### config.mk
export PLATFORM = sky130hd
export DESIGN_NAME = fsk_step_sched
export DESIGN_NICKNAME = d
export VERILOG_FILES = /design/src/rtl/fsk_step_sched.sv
export SDC_FILE = /design/constraint.sdc
export NUM_CORES = 1
export LEC_CHECK = 0
export BUFFER_PORTS_ARGS = -buffer_cell sky130_fd_sc_hd__buf_4
export CORE_MARGIN = 2
export CORE_UTILIZATION = 30
export DETAILED_ROUTE_END_ITERATION = 10
export SYNTH_ARGS = -nofsm -noshare
export SYNTH_HDL_FRONTEND = slang
export SYNTH_SLANG_ARGS = --single-unit
### constraint.sdc
create_clock -name clk -period 2.33 [get_ports clk]
set_input_delay 0.466 -clock clk [delete_from_list [all_inputs] [get_ports clk]]
set_output_delay 0.466 -clock clk [all_outputs]
set_load 0.005 [all_outputs]
### src/rtl/fsk_step_sched.sv
// ---------------------------------------------------------------------------
// fsk_step_sched
// Binary-FSK symbol scheduler feeding the phase-step input of a
// phase-accumulator signal generator. Bytes arrive on a valid/ready stream,
// are serialised LSB-first, and every bit drives one of two phase increments
// for exactly SYM_CYCLES clocks. A one-byte holding register lets consecutive
// bytes go out back-to-back with no gap. Each burst opens with a one-cycle
// phase_clr so the generator starts from phase zero.
//
// Ports
//   clk, rst_n   : clock (rising edge), asynchronous active-low reset
//   in_data      : byte to transmit
//   in_valid     : in_data valid
//   in_ready     : holding register empty (transfer = in_valid && in_ready)
//   abort        : synchronous kill of the current burst and held byte
//   step         : phase increment to the generator, 0 when idle
//   phase_clr    : one-cycle pulse on the first cycle of a burst
//   bit_strobe   : one-cycle pulse on the first cycle of every symbol
//   tx_active    : high while a symbol is being transmitted
// ---------------------------------------------------------------------------
module fsk_step_sched #(
  parameter int                STEP_W     = 24,
  parameter logic [STEP_W-1:0] F0_STEP    = 24'd6698,
  parameter logic [STEP_W-1:0] F1_STEP    = 24'd13396,
  parameter int                SYM_CYCLES = 1024
) (
  input  logic              clk,
  input  logic              rst_n,
  input  logic [7:0]        in_data,
  input  logic              in_valid,
  output logic              in_ready,
  input  logic              abort,
  output logic [STEP_W-1:0] step,
  output logic              phase_clr,
  output logic              bit_strobe,
  output logic              tx_active
);

  localparam int              CNT_W    = (SYM_CYCLES > 1) ? $clog2(SYM_CYCLES) : 1;
  localparam logic [CNT_W-1:0] CNT_LAST = CNT_W'(SYM_CYCLES - 1);

  typedef enum logic {
    S_IDLE = 1'b0,
    S_SYM  = 1'b1
  } state_t;

  function automatic logic [STEP_W-1:0] f_step(input logic b);
    return b ? F1_STEP : F0_STEP;
  endfunction

  state_t             r_state,      w_state_nxt;
  logic [7:0]         r_hold,       w_hold_nxt;
  logic               r_hold_full,  w_hold_full_nxt;
  logic [7:0]         r_shreg,      w_shreg_nxt;
  logic [2:0]         r_bit_idx,    w_bit_idx_nxt;
  logic [CNT_W-1:0]   r_sym_cnt,    w_sym_cnt_nxt;
  logic [STEP_W-1:0]  r_step,       w_step_nxt;
  logic               r_phase_clr,  w_phase_clr_nxt;
  logic               r_bit_strobe, w_bit_strobe_nxt;

  logic w_accept;
  logic w_sym_last;

  assign w_accept   = in_valid && !r_hold_full;
  assign w_sym_last = (r_sym_cnt == CNT_LAST);

  // NOTE: every output of this block gets a default first so that no path
  // leaves a variable unassigned, which would otherwise infer a latch.
  always_comb begin
    w_state_nxt      = r_state;
    w_hold_nxt       = r_hold;
    w_hold_full_nxt  = r_hold_full;
    w_shreg_nxt      = r_shreg;
    w_bit_idx_nxt    = r_bit_idx;
    w_sym_cnt_nxt    = r_sym_cnt;
    w_step_nxt       = r_step;
    w_phase_clr_nxt  = 1'b0;
    w_bit_strobe_nxt = 1'b0;

    unique case (r_state)
      S_IDLE: begin
        w_step_nxt = '0;
        if (r_hold_full) begin
          // Start of a burst: the only place phase_clr is raised.
          w_shreg_nxt      = r_hold;
          w_hold_full_nxt  = 1'b0;
          w_bit_idx_nxt    = '0;
          w_sym_cnt_nxt    = '0;
          w_state_nxt      = S_SYM;
          w_step_nxt       = f_step(r_hold[0]);
          w_phase_clr_nxt  = 1'b1;
          w_bit_strobe_nxt = 1'b1;
        end
      end
      S_SYM: begin
        w_sym_cnt_nxt = r_sym_cnt + 1'b1;
        if (w_sym_last) begin
          w_sym_cnt_nxt = '0;
          if (r_bit_idx != 3'd7) begin
            w_bit_idx_nxt    = r_bit_idx + 3'd1;
            w_step_nxt       = f_step(r_shreg[r_bit_idx + 3'd1]);
            w_bit_strobe_nxt = 1'b1;
          end else if (r_hold_full) begin
            // Seamless hand-over to the held byte: no phase_clr, so the
            // generator phase stays continuous across the byte boundary.
            w_shreg_nxt      = r_hold;
            w_hold_full_nxt  = 1'b0;
            w_bit_idx_nxt    = '0;
            w_step_nxt       = f_step(r_hold[0]);
            w_bit_strobe_nxt = 1'b1;
          end else begin
            w_state_nxt = S_IDLE;
            w_step_nxt  = '0;
          end
        end
      end
      default: w_state_nxt = S_IDLE;
    endcase

    // Accept after the load so a same-edge accept wins over the clear.
    if (w_accept) begin
      w_hold_nxt      = in_data;
      w_hold_full_nxt = 1'b1;
    end

    // Abort overrides everything, including a transfer in the same cycle.
    if (abort) begin
      w_state_nxt      = S_IDLE;
      w_hold_full_nxt  = 1'b0;
      w_shreg_nxt      = '0;
      w_bit_idx_nxt    = '0;
      w_sym_cnt_nxt    = '0;
      w_step_nxt       = '0;
      w_phase_clr_nxt  = 1'b0;
      w_bit_strobe_nxt = 1'b0;
    end
  end

  // NOTE: sequential state uses non-blocking assignments so every register
  // samples the pre-edge values, independent of statement order.
  always_ff @(posedge clk or negedge rst_n) begin
    if (!rst_n) begin
      r_state      <= S_IDLE;
      r_hold       <= '0;
      r_hold_full  <= 1'b0;
      r_shreg      <= '0;
      r_bit_idx    <= '0;
      r_sym_cnt    <= '0;
      r_step       <= '0;
      r_phase_clr  <= 1'b0;
      r_bit_strobe <= 1'b0;
    end else begin
      r_state      <= w_state_nxt;
      r_hold       <= w_hold_nxt;
      r_hold_full  <= w_hold_full_nxt;
      r_shreg      <= w_shreg_nxt;
      r_bit_idx    <= w_bit_idx_nxt;
      r_sym_cnt    <= w_sym_cnt_nxt;
      r_step       <= w_step_nxt;
      r_phase_clr  <= w_phase_clr_nxt;
      r_bit_strobe <= w_bit_strobe_nxt;
    end
  end

  assign in_ready   = !r_hold_full;
  assign step       = r_step;
  assign phase_clr  = r_phase_clr;
  assign bit_strobe = r_bit_strobe;
  assign tx_active  = (r_state == S_SYM);

endmodule

Word-level counts from Yosys, hierarchy flattened
Index checks and enable logic that the tools add are counted.
{"block": "word_totals", "out_inout_bits": 28, "in_bits": 12, "wordCells": 62, "ff_bits": 57}
{"block": "classes", "reduce_logical": 4, "muxes": 38, "bitwise": 1, "eq_ne": 7, "n_lt_le_gt_ge": 1, "n_addsub": 2}
{"operator": "$mux 24", "n": 3}
{"operator": "$pmux 24 s2", "n": 1}
{"operator": "$mux 14", "n": 3}
{"operator": "$mux 8", "n": 4}
{"operator": "$mux 10", "n": 3}
{"operator": "$pmux 10 s2", "n": 1}
{"operator": "$pmux 8 s2", "n": 1}
{"operator": "$mux 1", "n": 13}
{"operator": "$mux 3", "n": 4}
{"operator": "$add 10x1->10 const B", "n": 1}
{"operator": "$eq 10x10->1 const B", "n": 1}
{"operator": "$ne 3x3->1 const B", "n": 3}
{"operator": "$pmux 1 s2", "n": 3}
{"operator": "$pmux 3 s2", "n": 1}
{"operator": "$lt 3x4->1 const B", "n": 1}
{"operator": "$ne 4x2->1 const B", "n": 1}
{"operator": "$ne 4x4->1 const B", "n": 1}
{"operator": "$reduce_and 2->1", "n": 2}
{"operator": "$add 3x1->3 const B", "n": 1}
{"operator": "$bmux 1 s3", "n": 1}
{"operator": "$ne 3x2->1 const B", "n": 1}
{"operator": "$logic_and 1x1->1", "n": 1}
{"operator": "$logic_not 1->1", "n": 1}
{"operator": "$not 1->1", "n": 1}

Depth between registers and ports, before layout
{"block": "depth", "depth_word": 8, "depth_mapped": 6, "ltp_nobuf": 6}

Worst setup path after synthesis
OpenSTA, ideal clock, no wires.
{"block": "synth_path", "path_kind": "register -> register", "start": "register r_bit_idx[0]", "end": "register r_step[11] (netlist: step[11])", "path_slack_ns": 0.478, "t_required_ns": 2.256, "synth_period_minus_slack_ns": 1.852, "stages_incl_launch_ff": 7, "n_path_buf": 0, "setup_time_ns": 0.074, "arrival_time_ns": 1.778, "cell_sequence": "dfrtp_1 > ha_1 > ha_1 > and3b_2 > a22o_1 > or3_1 > a21oi_2"}
{"block": "synth_between", "elab_chain_cells": 8, "word_cells_on_any_way": 9, "classes_between": "add/sub (1); eq/ne (1); mux (7)"}
{"element": "start: declaration", "line_no": "55", "source": "logic [2:0] r_bit_idx, w_bit_idx_nxt;"}
{"element": "start signal: assignment", "line_no": "157", "source": "r_bit_idx <= w_bit_idx_nxt;"}
{"element": "$add 3x1->3", "line_no": "101", "source": "w_step_nxt = f_step(r_shreg[r_bit_idx + 3'd1]);"}
{"element": "$bmux 1 s3", "line_no": "101"}
{"element": "$mux 1 (not written as such)", "line_no": "101"}
{"element": "$mux 14", "line_no": "48", "source": "return b ? F1_STEP : F0_STEP;"}
{"element": "$mux 24 (*)", "line_no": "99", "source": "if (r_bit_idx != 3'd7) begin"}
{"element": "$mux 24 (*)", "line_no": "97", "source": "if (w_sym_last) begin"}
{"element": "$pmux 24 s2 (*)", "line_no": "80", "source": "unique case (r_state)"}
{"element": "$mux 24 (*)", "line_no": "127", "source": "if (abort) begin"}
{"element": "end signal: assignment", "line_no": "159", "source": "r_step <= w_step_nxt;"}
{"element": "end: declaration", "line_no": "57", "source": "logic [STEP_W-1:0] r_step, w_step_nxt;"}
Mark *: on every way between the ends. The rest lies on a longest branch, timed or not. The select of a mux whose other input is x is not followed.
A chain may end at the register's enable or synchronous reset.

Worst setup path in the final report
{"block": "layout_path", "start": "register r_bit_idx[0]", "end": "register r_shreg[6]"}
{"block": "layout_between", "elab_chain_cells": 3}
{"element": "$ne 3x3->1", "line_no": "99"}
{"element": "$ne 3x3->1 (no line)"}
{"element": "$reduce_and 2->1 (no line)"}
{"element": "end signal: assignment", "line_no": "156", "source": "r_shreg <= w_shreg_nxt;"}
{"element": "end: declaration", "line_no": "54", "source": "logic [7:0] r_shreg, w_shreg_nxt;"}
Every way passes these cells.

==> out/qor.yml <==
run_status:
  status: "finished, final reports clean"
logic_synthesis:
  synthArstFlopShare_pct: 100
  synth_area_leaders: "dfrtp_1 (47%), buf_4 (9.0%), mux2i_1 (5.7%)"
  synthCells: 178
  yosysSeqAreaShare_pct: 46.8
  synth.most_common_cell: "dfrtp_1"
  ys_warn_count: 0
  syn_area_um2: 1920
  syn_avg_cell_area_um2: 10.8
  synth_cell_type_count: 42
  synth_top_cells_by_count: "dfrtp_1 (36), buf_4 (23), nor2_1 (13)"
  synth_area_leader_cell: "dfrtp_1"
  synthFlopType: "dfrtp_1"
  synth_edf_count: 0
  yosysTopAreaCellShare_pct: 46.8
  ys_seq_elements: 36
sta:
  hold_viol_final: 0
  maxSlewViolCount: 0
  slew_headroom_pct: 61.5
  tns_ps: 0
  timing.final.crit_share_pct: 86.8
  worst_pin_slew_ps: 573
  worst_clock_skew_ps: 9.89
  grt_setup_unrepaired: "no"
  clock.fmax_mhz: 495
  setup_viol: 0
  period_minus_slack_ps: 2020
worst_hold_path:
  min_path_type: "in2async"
clock_tree:
  h-tree-depth: 2
  post_cts_buffers: 0
  root_buffer: "clkbuf_8"
  clk_pin_slew_ps: 80
  insertion_delay_ps: 290
  hold_buffers: 0
  ctsResizeCount: 0
  numCtsBuffers: 5
  cts.sinks: 36
  cts_max_path_buffers: 2
  cts_tree: "yes"
worst_setup_path:
  critical_path_arrival_ps: 2190
  critical_path_class: "reg2reg"
  startpoint_type: "flop"
  max_stage_delay_ps: 520
  path_buf_inv: 0
  crit_path_end_kind: "flop"
  path_cells: "ha_1 > ha_1 > nand4_1 > o32ai_4 > mux2i_1 > nor2_1"
  path_delay_family: "compound AO/OA/AOI/OAI gates"
  required_ps: 2500
  crit_fanout: 8
  worst_path_most_repeated_cell: "ha_1"
  crit_slowest_cell: "o32ai_4"
floorplan:
  core_area_um2: 6280
  fp.dieH_um: 84.1
  rows: 29
  chipWidth_um: 84.1
  die_area_um2: 7070
  start_util_pct: 30.7
  num_io_pins: 40
cells_and_area:
  stdcell_count: 277
  syn_to_final_growth_pct: 13.3
  diodes: 0
  drive_gt1_share_pct: 26.5
  fillCellCount: 633
  nets: 214
global_route:
  gr-total-overflow: 0
  grt_pass1_wl_um: 6600
  grt_util_met2_pct: 16.5
  grt.busiest_layer: "met2"
  track_usage_pct: 11.5
  grt_max_degree: 37
  antenna_found_initial: 0
  grtUsageMet1_pct: 16.2
  met3_usage_pct: 3.26
  grt_pass1_vias: 1352
routing:
  wl_um: 3660
  dr.pass1.iters: 4
  avgRoutedWirePerCell_um: 13.2
  drc_errors: 0
  vias_per_cell: 4.94
  drt-initial-drc-count: 130
  vias: 1369
  ant_nets: 0
run:
  maxCapViolCount: 0
placement:
  dp_cells: 269
  dp_hpwl_um: 2610
  io_buffers: 26
  place_congestion: 0.822
power:
  ir_drop_mv: 0.334
  p_per_area_nw_per_um2: 644
  p_leak_nw: 0.989
through the flow:
step           util [%]  cell area [um2]  total power, mW  setup slack, ps  hold slack [ps]
2_1_floorplan         -             1970            0.893              478              170
3_3_place_gp       33.2             2090            0.958              381              454
3_5_place_dp       33.2             2090            0.965              321              452
4_1_cts            34.7             2180             1.42              300              132
5_1_grt            34.7             2180             1.48              101              156
6_report           34.7             2180             1.40              308              115
routing by layer:
layer | vias up | routed length [um]
li1 | 650 | -
met1 | 677 | 1810
met2 | 37 | 1620
met3 | 5 | 187
met4 | 0 | 44
met5 | - | 0
cell families (layout without fill, tap and decap cells):
logic type,after synthesis,after routing,share of synthesized area [%]
AO/OA/AOI/OAI,32,32,11.4
AND/OR/NAND/NOR,54,54,15.4
other,1,13,0.195
XOR/XNOR,1,1,0.455
flip-flops,36,36,46.8
multiplexers,21,21,13.1
buffers and inverters,30,40,10.6
adder cells (fa/ha/maj),3,3,1.95
report_power, final:
group | internal (mW) | leakage [nW] | switching (mW) | total, mW
clock network | 0.236 | 0.0510 | 0.218 | 0.454
registers | 0.672 | 0.476 | 0.0435 | 0.716
logic | 0.118 | 0.462 | 0.116 | 0.234
cell type report:
class,count,area (um2),share of cell area [%]
Clock inverter,2,10.0,0.459
Clock buffer,6,82.6,3.79
Sequential cell,36,901,41.3
Tap cell,77,96.3,4.42
Inverter,4,15.0,0.689
Multi-Input combinational cell,124,865,39.7
Timing Repair Buffer,28,210,9.64
state kept, by name (all words and copies together), names as in the netlist:
register / flops
r_shreg: 8
step: 3
r_bit_idx: 3
tx_active: 1
r_sym_cnt: 10
r_hold: 8
r_hold_full: 1
phase_clr: 1
bit_strobe: 1
worst paths after layout:
check,start,end,slack [ps],cells past startpoint
setup / recovery,r_bit_idx[0],r_shreg[6],310,6
hold / removal,rst_n,r_sym_cnt[6],120,1
setup reg to reg,r_bit_idx[0],r_shreg[6],310,6
hold reg to reg,r_hold[4],r_hold[4],510,1
max in group asynchronous,rst_n,phase_clr,1870,1
min in group clk,in_data[0],r_hold[0],380,3
cell usage in the layout, fill, tap and decap left out, drive strengths merged, types with 4 or more instances in the layout:
master,synthesis,layout
a21oi,7,7
a31oi,7,7
buf,23,28
clkbuf,2,6
conb,1,13
dfrtp,36,36
inv,4,4
mux2,8,8
mux2i,11,11
nand2,8,8
nand3,5,5
nor2,13,13
nor3,7,7
o21ai,9,9
or3,4,4
Note: power is estimated with default switching activity, not from simulation.
